[src/rtl/dsi_hs_multilane.sv]
// ---------------------------------------------------------------------------
// dsi_hs_multilane
//
// Multi-lane D-PHY HS transmit sequencer. A single FSM drives LANES data
// lanes through each burst: HS-go (prepare/zero), one SYNC leader byte,
// the payload words, then HS-trail. The go and trail durations can be
// programmed at runtime. When the final word is partial, the unused lanes
// start their trail pattern one cycle early.
//
// Optional feature (macro DSI_HS_UNDERFLOW_EN):
//   When defined, the block adds the output err_underflow. A missing word
//   (inp_valid=0 while the block is consuming) ends the burst with trail
//   and sets a sticky error flag. When the macro is not defined, inp_valid
//   has no effect.
//
// Ports:
//   clk_sys           in   byte clock, rising edge
//   rst_n             in   synchronous active-low reset
//   start_rqst        in   burst request, sampled in IDLE only
//   cfg_go_cycles     in   GO duration in cycles (0 acts as 1)
//   cfg_trail_cycles  in   TRAIL duration in cycles (0 acts as 1)
//   inp_data          in   payload word, byte i -> lane i
//   inp_valid         in   payload qualifier (underflow build only)
//   inp_last          in   current word is the last one of the burst
//   inp_bytes         in   valid bytes in the last word (0 or >LANES = all)
//   data_rqst         out  word consumed this cycle
//   active            out  burst in progress
//   fin_ack           out  pulse on the final TRAIL cycle
//   lane_data         out  per-lane byte to the serializer
//   lane_oe           out  per-lane HS driver enable
//   err_underflow     out  sticky underflow flag (underflow build only)
// ---------------------------------------------------------------------------
module dsi_hs_multilane #(
    parameter int           LANES     = 4,
    parameter int           CNT_W     = 8,
    parameter logic [7:0]   SYNC_BYTE = 8'h1D
) (
    input  logic                    clk_sys,
    input  logic                    rst_n,
    input  logic                    start_rqst,
    input  logic [CNT_W-1:0]        cfg_go_cycles,
    input  logic [CNT_W-1:0]        cfg_trail_cycles,
    input  logic [8*LANES-1:0]      inp_data,
    input  logic                    inp_valid,
    input  logic                    inp_last,
    input  logic [$clog2(LANES):0]  inp_bytes,
    output logic                    data_rqst,
    output logic                    active,
    output logic                    fin_ack,
    output logic [8*LANES-1:0]      lane_data,
    output logic [LANES-1:0]        lane_oe
`ifdef DSI_HS_UNDERFLOW_EN
    ,
    output logic                    err_underflow
`endif
);

    localparam int BW = $clog2(LANES) + 1;

    typedef enum logic [2:0] {
        ST_IDLE   = 3'd0,
        ST_GO     = 3'd1,
        ST_SYNC   = 3'd2,
        ST_ACTIVE = 3'd3,
        ST_TRAIL  = 3'd4
    } state_t;

    state_t             state_r;
    state_t             state_s;
    logic [CNT_W-1:0]   cnt_r;
    logic [CNT_W-1:0]   cnt_s;
    logic [LANES-1:0]   last_bit_r;
    logic [LANES-1:0]   last_bit_s;
    int                 eff_bytes_s;
    logic               underflow_s;

    // Converts a programmed duration into the down-counter start value;
    // a programmed 0 behaves like 1 so the phase is never skipped.
    function automatic logic [CNT_W-1:0] dur_to_cnt(input logic [CNT_W-1:0] cfg);
        if (cfg == {CNT_W{1'b0}}) begin
            return {CNT_W{1'b0}};
        end else begin
            return cfg - CNT_W'(1'b1);
        end
    endfunction

    // HS-trail holds the inverse of the last serialised bit on the lane.
    function automatic logic [7:0] trail_byte(input logic last_bit);
        return {8{~last_bit}};
    endfunction

`ifdef DSI_HS_UNDERFLOW_EN
    logic err_r;

    assign underflow_s   = ~inp_valid;
    assign err_underflow = err_r;

    // Sticky underflow flag: cleared on reset and at the start of each burst.
    always_ff @(posedge clk_sys) begin
        if (!rst_n) begin
            err_r <= 1'b0;
        end else if ((state_r == ST_IDLE) && start_rqst) begin
            err_r <= 1'b0;
        end else if ((state_r == ST_ACTIVE) && underflow_s) begin
            err_r <= 1'b1;
        end else begin
            err_r <= err_r;
        end
    end
`else
    // inp_valid only feeds this sink so the port stays harmless when the
    // underflow logic is built out; it has no effect on behaviour.
    logic unused_inp_valid;
    assign unused_inp_valid = inp_valid;
    assign underflow_s      = 1'b0;
`endif

    // Effective byte count of a final word: 0 or out-of-range means all lanes.
    always_comb begin
        if ((inp_bytes == {BW{1'b0}}) || (int'(inp_bytes) > LANES)) begin
            eff_bytes_s = LANES;
        end else begin
            eff_bytes_s = int'(inp_bytes);
        end
    end

    // State, duration counter and per-lane last-bit registers.
    always_ff @(posedge clk_sys) begin
        if (!rst_n) begin
            state_r    <= ST_IDLE;
            cnt_r      <= {CNT_W{1'b0}};
            last_bit_r <= {LANES{1'b0}};
        end else begin
            state_r    <= state_s;
            cnt_r      <= cnt_s;
            last_bit_r <= last_bit_s;
        end
    end

    // Next-state logic and output decode from the registered state.
    always_comb begin
        state_s    = state_r;
        cnt_s      = cnt_r;
        last_bit_s = last_bit_r;
        data_rqst  = 1'b0;
        active     = 1'b0;
        fin_ack    = 1'b0;
        lane_data  = {(8*LANES){1'b0}};
        lane_oe    = {LANES{1'b0}};

        case (state_r)
            ST_IDLE: begin
                if (start_rqst) begin
                    state_s = ST_GO;
                    cnt_s   = dur_to_cnt(cfg_go_cycles);
                end else begin
                    state_s = ST_IDLE;
                end
            end

            ST_GO: begin
                active  = 1'b1;
                lane_oe = {LANES{1'b1}};
                if (cnt_r == {CNT_W{1'b0}}) begin
                    state_s = ST_SYNC;
                end else begin
                    cnt_s = cnt_r - CNT_W'(1'b1);
                end
            end

            ST_SYNC: begin
                active  = 1'b1;
                lane_oe = {LANES{1'b1}};
                for (int i = 0; i < LANES; i++) begin
                    lane_data[8*i +: 8] = SYNC_BYTE;
                    last_bit_s[i]       = SYNC_BYTE[0];
                end
                state_s = ST_ACTIVE;
            end

            ST_ACTIVE: begin
                active    = 1'b1;
                lane_oe   = {LANES{1'b1}};
                data_rqst = 1'b1;
                if (underflow_s) begin
                    // No word available: every lane goes straight to trail.
                    for (int i = 0; i < LANES; i++) begin
                        lane_data[8*i +: 8] = trail_byte(last_bit_r[i]);
                    end
                    state_s = ST_TRAIL;
                    cnt_s   = dur_to_cnt(cfg_trail_cycles);
                end else begin
                    // Lanes beyond a partial final word begin trail early and
                    // keep their previous last bit.
                    for (int i = 0; i < LANES; i++) begin
                        if (inp_last && (i >= eff_bytes_s)) begin
                            lane_data[8*i +: 8] = trail_byte(last_bit_r[i]);
                        end else begin
                            lane_data[8*i +: 8] = inp_data[8*i +: 8];
                            last_bit_s[i]       = inp_data[8*i];
                        end
                    end
                    if (inp_last) begin
                        state_s = ST_TRAIL;
                        cnt_s   = dur_to_cnt(cfg_trail_cycles);
                    end else begin
                        state_s = ST_ACTIVE;
                    end
                end
            end

            ST_TRAIL: begin
                active  = 1'b1;
                lane_oe = {LANES{1'b1}};
                for (int i = 0; i < LANES; i++) begin
                    lane_data[8*i +: 8] = trail_byte(last_bit_r[i]);
                end
                if (cnt_r == {CNT_W{1'b0}}) begin
                    fin_ack = 1'b1;
                    state_s = ST_IDLE;
                end else begin
                    cnt_s = cnt_r - CNT_W'(1'b1);
                end
            end

            default: begin
                state_s = ST_IDLE;
            end
        endcase
    end

endmodule

[config.mk]
export PLATFORM = sky130hd
export DESIGN_NAME = dsi_hs_multilane
export DESIGN_NICKNAME = d
export VERILOG_FILES = /design/src/rtl/dsi_hs_multilane.sv
export SDC_FILE = /design/constraint.sdc
export NUM_CORES = 1
export LEC_CHECK = 0
export CAP_MARGIN = 40
export CORE_MARGIN = 2
export CORE_UTILIZATION = 37
export CTS_CLUSTER_DIAMETER = 30
export DETAILED_ROUTE_END_ITERATION = 8
export PLACE_DENSITY_LB_ADDON = 0.12
export SKIP_CTS_REPAIR_TIMING = 1
export SYNTH_ARGS = -nofsm -noshare
export SYNTH_HDL_FRONTEND = slang
export SYNTH_SLANG_ARGS = --single-unit
[constraint.sdc]
create_clock -name clk_sys -period 1.95 [get_ports clk_sys]
set_input_delay 0.39 -clock clk_sys [delete_from_list [all_inputs] [get_ports clk_sys]]
set_output_delay 0.39 -clock clk_sys [all_outputs]
set_load 0.01 [all_outputs]
# [Yosys cells after proc, flatten, opt, wreduce, memory -nomap -nowiden]
# Cells that the tools add are included.
[totals] out_inout_bits=39 regBits=15 elab_cells=78 input_bits=56
[classes] reduce_logical=20 bitwise=4 n_mux=27 order_cmp=5 eq_ne=13 add_sub_neg=3
[ops] cell="$pmux W32 S3" n=1
[ops] cell="$mux W8" n=9
[ops] cell="$ge A3 B32 Y1 const A" n=2
[ops] cell="$ge A1 B32 Y1 const A" n=1
[ops] cell="$ge A2 B32 Y1 const A" n=1
[ops] cell="$logic_not A8 Y1" n=3
[ops] cell="$pmux W8 S3" n=1
[ops] cell="$sub A8 B1 Y8 const B" n=3
[ops] cell="$ne A2 B2 Y1 const B" n=9
[ops] cell="$pmux W3 S5" n=1
[ops] cell="$mux W3" n=4
[ops] cell="$reduce_and A2 Y1" n=5
[ops] cell="$mux W1" n=9
[ops] cell="$pmux W4 S2" n=1
[ops] cell="$eq A3 B2 Y1 const B" n=2
[ops] cell="$logic_not A3 Y1" n=2
[ops] cell="$logic_and A1 B1 Y1" n=4
[ops] cell="$mux W4" n=1
[ops] cell="$not A1 Y1" n=4
[ops] cell="$reduce_and A4 Y1" n=1
[ops] cell="$reduce_or A4 Y1" n=1
[ops] cell="$eq A3 B1 Y1 const B" n=1
[ops] cell="$eq A3 B3 Y1 const B" n=1
[ops] cell="$gt A3 B3 Y1 const B" n=1
[ops] cell="4 further kinds" n=4

# [Longest topological paths before layout]
[depth] word_depth=7 mapped_depth=8 mapped_depth_nobuf=8

# [Worst setup path after synthesis]
# Ideal clock, no wire load.
[synth_timing] path_kind="input port to output port" from="input port inp_bytes[1]" to="output port lane_data[10]" slack_ns=-0.247 arrival_ns=1.807 required_time_ns=1.560 n_path_buf=0 path_stages=8 path_cell_list="nor2_1 -> inv_1 -> ha_1 -> nor2b_1 -> or2_2 -> nor2_1 -> a21oi_1 -> o21ai_0"
[synth_between] elab_chain_len=7 word_cells_on_any_way=8 cone_classes="2 x order compare; 3 x mux; 3 x reduce/logical"
[synth_lines] item="start, declared" line_no="46" source="input logic [$clog2(LANES):0] inp_bytes,"
[synth_lines] item="$gt A3 B3 Y1 or $logic_not A3 Y1 (tied branches)" line_no="120" source="if ((inp_bytes == {BW{1'b0}}) || (int'(inp_bytes) > LANES)) begin"
[synth_lines] item="$logic_or A1 B1 Y1" line_no="120"
[synth_lines] item="$mux W3 (*)" line_no="120"
[synth_lines] item="$ge A2 B32 Y1 (*)" line_no="196" source="if (inp_last && (i >= eff_bytes_s)) begin"
[synth_lines] item="$logic_and A1 B1 Y1 (*)" line_no="196"
[synth_lines] item="$mux W8 (*)" line_no="196"
[synth_lines] item="$pmux W32 S3 (*)" line_no="151" source="case (state_r)"
[synth_lines] item="end, declared" line_no="50" source="output logic [8*LANES-1:0] lane_data,"
# Mark *: on every way between the ends. The rest lies on a longest branch, timed or not.

# [Worst setup path after layout]
[layout_timing] from="input port inp_bytes[1]" to="output port lane_data[8]"
# Same word-level chain as after synthesis.

==> flow_metrics.env <==
export IMPL_status="finished with violations"
export IMPL_violations="setup timing"
export IMPL_viasPerCell=5.374
export IMPL_track_usage_pct=23.56
export IMPL_area_delta_synth_final_pct=97.83
export IMPL_fin_hold_ws_ps=506.7
export IMPL_finalSetupViolCount=25
export IMPL_avgSynthCellArea_um2=6.926
export IMPL_synthCells=267
export IMPL_crit_fanout=5
export IMPL_fin_worst_skew_ps=3.729
export IMPL_ys_ff_latch=15
export IMPL_ys_warn_count=0
export IMPL_critPathArrivalTime_ps=1900
export IMPL_slew_headroom_pct=67.66
export IMPL_dr_first_iter_drc_count=143
export IMPL_initial_core_util_pct=38.64
export IMPL_antenna_left=0
export IMPL_rsz0062_at_grt="yes"
export IMPL_hold_path_class="reg2reg"
export IMPL_grt_start_max_net_pins=16
export IMPL_antenna_found_initial=0
export IMPL_finalWorstSetupSlack_ps=-336.6
export IMPL_die_w_um=74.70
export IMPL_gp_congestion=0.9419
export IMPL_wl_per_cell_um=15.38
export IMPL_maxSlewViolCount=0
export IMPL_timing_final_crit_share_pct=117.3
export IMPL_worstSetupStartpointType="primary input"
export IMPL_wirelength_um=7643
export IMPL_cts_buffers=3
export IMPL_fin_crit_ps=2287
export IMPL_netlist_area_um2=1849
export IMPL_cts_buffer_depth=2
export IMPL_tritoncts="yes"
export IMPL_drv_cap=0
export IMPL_tightest_slew_ps=483.6
export IMPL_synth_cell_types=53
export IMPL_io_pins=95
export IMPL_fmax_mhz=437.3
export IMPL_power_leakage_uw=0.001938
export IMPL_fp_dieH_um=74.70
export IMPL_synth_fp_nets=329
export IMPL_synthFlopType="dfxtp_1"
export IMPL_async_reset_ff_share_pct=0
export IMPL_drc=0
export IMPL_dr_pass1_iters=4
export IMPL_ir_drop_v=0.0007933
export IMPL_portBuffers=93
export IMPL_gr_total_overflow=0
export IMPL_n_antenna_cell=0
export IMPL_htree_levels=1
export IMPL_cts_root_buf="clkbuf_8"
export IMPL_final_cells=497
export IMPL_layout_drive_gt1_share_pct=44.65
export IMPL_hpwlAfterDp_um=5391
export IMPL_placed_cells=479
export IMPL_grt_pass1_vias=2254
export IMPL_cp_required_ps=1560
export IMPL_fin_setup_tns_ps=-4299
export IMPL_end_kind="output pin"
export IMPL_core_area_um2=4786
export IMPL_die_area_um2=5579
export IMPL_critPathKind="in2out"
export IMPL_vias=2671
export IMPL_clkLatencyLatePin_ps=270
export IMPL_yosysSeqAreaShare_pct=16.24
export IMPL_cts_clk_slew_worst_paths_ps=60
export IMPL_finalHoldViolations=0
export IMPL_layout_nets=493
export IMPL_total_power_uw=1980
export IMPL_grt_pass1_wl_um=10250
export IMPL_cts_sinks=15
export IMPL_final_core_util_pct=76.44
export IMPL_powerDensity_nw_per_um2=541.1
export IMPL_synth_edf_count=0
export IMPL_rows=25
-- synth_stat cells (2+ instances only) --
cell	number	area [um^2]
clkbuf_1	4	15.01
buf_4	5	37.54
a31oi_1	3	18.77
dfxtp_1	15	300.3
nand2_1	13	48.80
ha_1	6	75.07
xor2_1	2	17.52
mux2_1	2	22.52
o21ba_2	2	20.02
nor2_1	29	108.9
a21o_1	25	187.7
xnor2_1	4	35.03
a22oi_1	3	22.52
buf_2	3	15.01
nor4_2	4	50.05
nand3_1	4	20.02
o21ai_1	4	20.02
o22ai_1	5	31.28
a221oi_1	2	17.52
nor2b_1	5	31.28
inv_1	13	48.80
o21ai_0	27	135.1
nor3_1	10	50.05
o211a_1	2	20.02
or4_4	2	22.52
nor3b_1	3	22.52
nand2b_1	6	37.54
o21bai_1	2	15.01
a21oi_1	34	170.2
or4_1	3	22.52
and2_1	2	12.51
a21oi_2	2	17.52
-- per-layer routing --
layer | vias to the layer above | routed length, um | track usage [%]
met5 | - | 0 | 0
met3 | 15 | 453 | 4.150
met4 | 0 | 181 | 7.937
li1 | 1310 | - | -
met2 | 98 | 3718 | 38.05
met1 | 1248 | 3290 | 31.84
-- cell families after synthesis --
family | Yosys count | share of synthesized area [%]
AOI/OAI and AO/OA | 118 | 40.33
xor gates and xnor gates | 6 | 2.842
DFF | 15 | 16.24
muxes | 4 | 2.368
and+or+nand+nor | 92 | 27.67
adders and majority gates | 6 | 4.059
buffers and inverters | 26 | 6.495
-- stage by stage --
step	setup WS, ps	area, um^2
5_1_grt	-426.6	3659
3_5_place_dp	-1078	3307
2_1_floorplan	-15.59	1879
4_1_cts	-1093	3352
6_report	-336.6	3659
3_3_place_gp	-971.4	3307
-- state kept, by name, indices dropped and copies added (netlist names) --
signal,flops
last_bit_r,4
state_r,3
cnt_r,8
-- path summary, 6_finish.rpt --
path                        to  depth (start not counted)          from  slack (ps)
setup reg to reg      cnt_r[3]                          7      cnt_r[0]         210
setup / recovery  lane_data[8]                         11  inp_bytes[1]        -340
hold reg to reg       cnt_r[3]                          2      cnt_r[3]         510
hold / removal        cnt_r[3]                          2      cnt_r[3]         510
-- cells in the final DEF, fill, tap and decap left out, types with 5 or more instances in the layout --
cell,instances
buf_6,6
buf_2,16
nor2_2,8
nand2_1,11
clkbuf_2,18
a21o_1,24
o21ai_1,12
nand2b_1,5
inv_1,10
o21ai_2,5
clkdlybuf4s50_1,41
nor3_1,7
a21oi_2,11
a21oi_1,23
nor2_4,6
nor2_1,16
dlymetal6s2s_1,17
buf_4,71
dfxtp_1,12
o21ai_0,14
-- power breakdown --
group / switching (uW) / total, uW / internal (uW) / leakage (uW)
combinational: 617 / 1270 / 656 / 0.00179
clock: 129 / 275 / 146 / 0.0000228
sequential: 67.6 / 432 / 364 / 0.000125
total: 814 / 1980 / 1170 / 0.00194
-- critical path: stages --
cell and delay [ps]:
clkbuf_2 110, nor2_4 90, inv_2 50, ha_4 280
nor2b_4 60, buf_6 120, or2_4 280, nor2_4 200
a21oi_2 60, o21ai_2 120, buf_2 140
-- final cells by class --
| cell class | count | area [um^2] |
|---|---|---|
| clock buffers | 4 | 45.04 |
| repair buffers | 171 | 1424 |
| fillers | 337 | 1127 |
| multi-input cells | 226 | 1742 |
| inverters | 14 | 55.05 |
| well taps | 67 | 83.83 |
| flip-flops and latches | 15 | 309.0 |
Note: power is estimated with default switching activity, not from simulation.
